**config.mk**
```make
export PLATFORM = sky130hd
export DESIGN_NAME = instruction_memory
export DESIGN_NICKNAME = d
export VERILOG_FILES = /design/src/rtl/imem_pkg.sv /design/src/rtl/imem_array.sv /design/src/rtl/instruction_memory.sv
export SDC_FILE = /design/constraint.sdc
export NUM_CORES = 1
export LEC_CHECK = 0
export ABC_AREA = 0
export ABC_CLOCK_PERIOD_IN_PS = 1000
export CORE_UTILIZATION = 35
export CTS_BUF_LIST = sky130_fd_sc_hd__clkbuf_2
export DETAILED_ROUTE_END_ITERATION = 6
export PLACE_DENSITY = 0.88
export SLEW_MARGIN = 15
export SYNTH_ARGS = -nofsm -noshare
export SYNTH_HDL_FRONTEND = slang
export SYNTH_SLANG_ARGS = --single-unit
```
**constraint.sdc**
```tcl
create_clock -name clock -period 1 [get_ports clock]
set_input_delay 0.25 -clock clock [delete_from_list [all_inputs] [get_ports clock]]
set_output_delay 0.25 -clock clock [all_outputs]
set_load 0.02 [all_outputs]
```
**src/rtl/imem_pkg.sv**
```systemverilog
// Shared definitions for the instruction ROM: widths, NOP encoding and the
// default program image loaded into the array at elaboration.
package imem_pkg;

    localparam int unsigned IMEM_DATA_W        = 16;
    localparam int unsigned IMEM_ADDR_W        = 16;
    localparam int unsigned IMEM_DEFAULT_DEPTH = 256;
    localparam int unsigned IMEM_IMAGE_LEN     = 9;

    typedef logic [IMEM_DATA_W-1:0] instr_t;
    typedef logic [IMEM_ADDR_W-1:0] iaddr_t;

    localparam instr_t IMEM_NOP = 16'h0000;

    localparam instr_t IMEM_DEFAULT_IMAGE [0:IMEM_IMAGE_LEN-1] = '{
        16'h8001, 16'h8102, 16'h0312, 16'h2413, 16'h4534,
        16'h6045, 16'hA506, 16'hC007, 16'hE000
    };

    // Word beyond the explicit image reads as NOP.
    function automatic instr_t imem_default_word(input iaddr_t idx);
        instr_t word;
        word = IMEM_NOP;
        if (idx < iaddr_t'(IMEM_IMAGE_LEN)) begin
            word = IMEM_DEFAULT_IMAGE[idx[3:0]];
        end
        return word;
    endfunction

endpackage

```
**src/rtl/imem_array.sv**
```systemverilog
// Instruction storage with combinational lookup; out-of-range reads return NOP.
// IMEM_WRITE_PORT_EN adds a synchronous program-load port (otherwise pure ROM).
module imem_array
    import imem_pkg::*;
#(
    parameter int unsigned DEPTH = IMEM_DEFAULT_DEPTH
) (
`ifdef IMEM_WRITE_PORT_EN
    input  logic                   clock,
    input  logic                   wr_en,
    input  logic [IMEM_ADDR_W-1:0] wr_addr,
    input  logic [IMEM_DATA_W-1:0] wr_data,
`endif
    input  logic [IMEM_ADDR_W-1:0] rd_addr,
    output logic [IMEM_DATA_W-1:0] rd_data
);

    logic in_range;

    // Full-width compare so high address bits never alias onto low words.
    assign in_range = (32'(rd_addr) < DEPTH);

`ifdef IMEM_WRITE_PORT_EN
    localparam int unsigned IDX_W = (DEPTH > 1) ? $clog2(DEPTH) : 1;

    instr_t words [DEPTH];

    for (genvar i = 0; i < DEPTH; i++) begin : g_word
        instr_t word_q = imem_default_word(IMEM_ADDR_W'(i));

        always_ff @(posedge clock) begin
            if (wr_en && (wr_addr == IMEM_ADDR_W'(i))) begin
                word_q <= wr_data;
            end
        end

        assign words[i] = word_q;
    end

    always_comb begin
        rd_data = IMEM_NOP;
        if (in_range) begin
            rd_data = words[rd_addr[IDX_W-1:0]];
        end
    end
`else
    always_comb begin
        rd_data = IMEM_NOP;
        if (in_range) begin
            rd_data = imem_default_word(rd_addr);
        end
    end
`endif

endmodule

```
**src/rtl/instruction_memory.sv**
```systemverilog
// Fetch-side instruction memory: registered 1-cycle read gated by im_enable.
// Optional program-load port enabled by IMEM_WRITE_PORT_EN.
module instruction_memory
    import imem_pkg::*;
#(
    parameter int unsigned DEPTH      = IMEM_DEFAULT_DEPTH,
    parameter int unsigned DATA_WIDTH = IMEM_DATA_W
) (
    input  logic                   clock,
    input  logic                   reset,
    input  logic [IMEM_ADDR_W-1:0] address,
    input  logic                   im_enable,
`ifdef IMEM_WRITE_PORT_EN
    input  logic                   wr_en,
    input  logic [IMEM_ADDR_W-1:0] wr_addr,
    input  logic [DATA_WIDTH-1:0]  wr_data,
`endif
    output logic [DATA_WIDTH-1:0]  instruction
);

    instr_t rd_data;

    imem_array #(
        .DEPTH (DEPTH)
    ) u_imem_array (
`ifdef IMEM_WRITE_PORT_EN
        .clock   (clock),
        .wr_en   (wr_en && !reset),
        .wr_addr (wr_addr),
        .wr_data (wr_data),
`endif
        .rd_addr (address),
        .rd_data (rd_data)
    );

    // Disabled fetch issues a registered NOP rather than holding the last word.
    always_ff @(posedge clock) begin
        if (reset) begin
            instruction <= IMEM_NOP;
        end else if (im_enable) begin
            instruction <= rd_data;
        end else begin
            instruction <= IMEM_NOP;
        end
    end

endmodule

```
==> results.ini <==
[status]
status=finished, violations left
violations=DRC, setup timing

[setup_path]
worst_path_max_delay_cell=nor4_4
endpoint_kind=register
path_depth=5
path_cells=buf_2, nor4_4, nand4_4, buf_6, nor2_4
crit_start=address[8]
critPathMaxFanout=6
start_kind=input pin
crit_arrival_ns=1.20
cpPeakStageDelay_ns=0.35
cp.required_ns=1.20
cp_num_buf_inv=2
cp_top_family=simple AND/OR/NAND/NOR gates
critPathCapture=instruction[2]
critPathKind=in -> reg

[global_routing]
grt_pass1_wl_mm=2.64
grt_max_degree=10
grt_overflow=0
grt_usage_pct=19.2
antenna_found_initial=0
first_global_vias=599

[synthesis]
synth_top_area_share_pct=39.1
avgSynthCellArea_um2=10.2
synth_area_um2=614
synth_cell_type_count=23
yosysWarnings=0
yosysTopAreaCell=dfxtp_1
synth_seq_area_share_pct=39.1
synth_cells=60
ys_top_cells_by_area=dfxtp_1 39%, nor4_4 10%, ha_1 8.1%
yosys_register_bits=12

[routing]
route.met3.wl_um=128
routed_via_density=5.05
first_iter_violations=7
postRouteAntennaNets=0
wire_per_inst_um=13.6
drc=1
wl_met2_um=885
wl_mm=1.62
top_layer=met4
dr.pass1.iters=7
m1WireLength_um=572
route.vias.total=601

[sta]
fmax_mhz=996
setup-tns-final_ns=-0.00406
fin_crit_ns=1.00
hold_viol=0
setup-violations-final=1
whs_ns=0.300
fin_ws_ns=-0.00406
grt_setup_unrepaired=true
drv_slew=0
min_period_over_period_pct=100

[layout]
largest_reg_flops=12
register_area_um2=243
final_cell_mix=18 x buf_4, 10 x buf_2, 10 x dfxtp_1, 8 x nor2_1, 8 x buf_6
top_register=instruction
top_regs=instruction: 12 flops
drive_gt1_share_pct=53.4
postLayoutCoreUtil_pct=65.1
multi_input_area_um2=400
mostFrequentLayoutCell=buf_4
antenna_cells=0
area_delta_synth_final_pct=67.0
layout.nets=128
fillCellCount=131

[pwr]
leakage_nw=0.462
cellPowerDensity_nw_per_um2=906
ir_worst_vdd_uv=552
finalPower_mw=0.929

[cts]
clkTransAtPathRegs_ns=0.10
cts_tree=done
cts.sinks=12
htree_levels=1
cts_buffers=3
cts-root-buf=clkbuf_2
clockBufferDepth=2
cts_hold_buf=0

[min_path]
hp-class=in -> reg
whs_path_depth=4

[placement]
dp_hpwl_mm=1.14
gp_congestion=0.739
port_buffers=30

[floorplan]
die_y_um=43.9
chipWidth_um=43.9
die-area_um2=1930
ios=35
rows=14
core_um2=1580
start_util_pct=39.0

[job]
drv_cap=0

-- stage by stage --
step                cell area [um^2]  std cells  setup WS [ns]
floorplan                        626         63        -0.0348
global placement                 967        111         -0.575
detailed placement               967        111         -0.656
CTS                              965        118       0.000154
global route                    1030        119        -0.0260
finish                          1030        119       -0.00406
-- per-layer routing --
layer | vias up | track usage (%)
met5 | - | 0
met2 | 30 | 35.5
met1 | 284 | 20.0
met3 | 4 | 5.42
met4 | 0 | 8.48
li1 | 283 | -
-- cell families after synthesis --
kind of cell,Yosys count,share of synthesized area [%]
compound gates,6,6.92
fa+ha+maj,4,8.15
buf+inv,8,7.53
flops,12,39.1
mux,2,3.26
other cells,1,0.610
simple gates,27,34.4
-- cell usage after synthesis (all sizes together) --
library cell,n
o21ai,1
nand4,2
mux2i,2
nor4,5
a211oi,1
a21oi,1
nand2,3
o22a,1
o21a,1
a2bb2oi,1
ha,4
conb,1
buf,6
nand2b,2
dfxtp,12
nor2b,3
nor2,10
inv,2
nor3b,2
-- cell type report --
type / instances / share of cell area, %
timing repair buffer: 43 / 33.2
tap: 16 / 1.95
inverter: 2 / 0.732
multi-input combinational: 43 / 39.0
clock buffer: 3 / 1.46
sequential: 12 / 23.7
-- tightest hold or removal path: cells and delay by family --
| family | cells | cell delay, ns |
|---|---|---|
| buffers and inverters | 1 | 0.08 |
| AND/OR/NAND/NOR | 3 | 0.20 |
-- power breakdown --
group / internal [mW] / switching [mW]
Combinational: 0.115 / 0.114
Sequential: 0.477 / 0.00000288
Clock: 0.0818 / 0.142
-- worst min-delay path by stage --
| stage | start | endpoint | slack, ns |
|---|---|---|---|
| floorplan | address[1] | instruction[6] | 0.32 |
| global placement | address[0] | instruction[9] | 0.97 |
| detailed placement | address[0] | instruction[9] | 0.96 |
| CTS | address[4] | instruction[6] | 0.34 |
| global route | address[7] | instruction[6] | 0.30 |
| finish | address[7] | instruction[6] | 0.30 |
-- what timing repair did --
action,in CTS,in global routing
endpoints found under the setup margin,24,19
cloned,0,0
gates resized for setup,116,19
pin swaps,9,3
setup buffers,4,1
No activity file was read; power rests on OpenSTA's default activity.
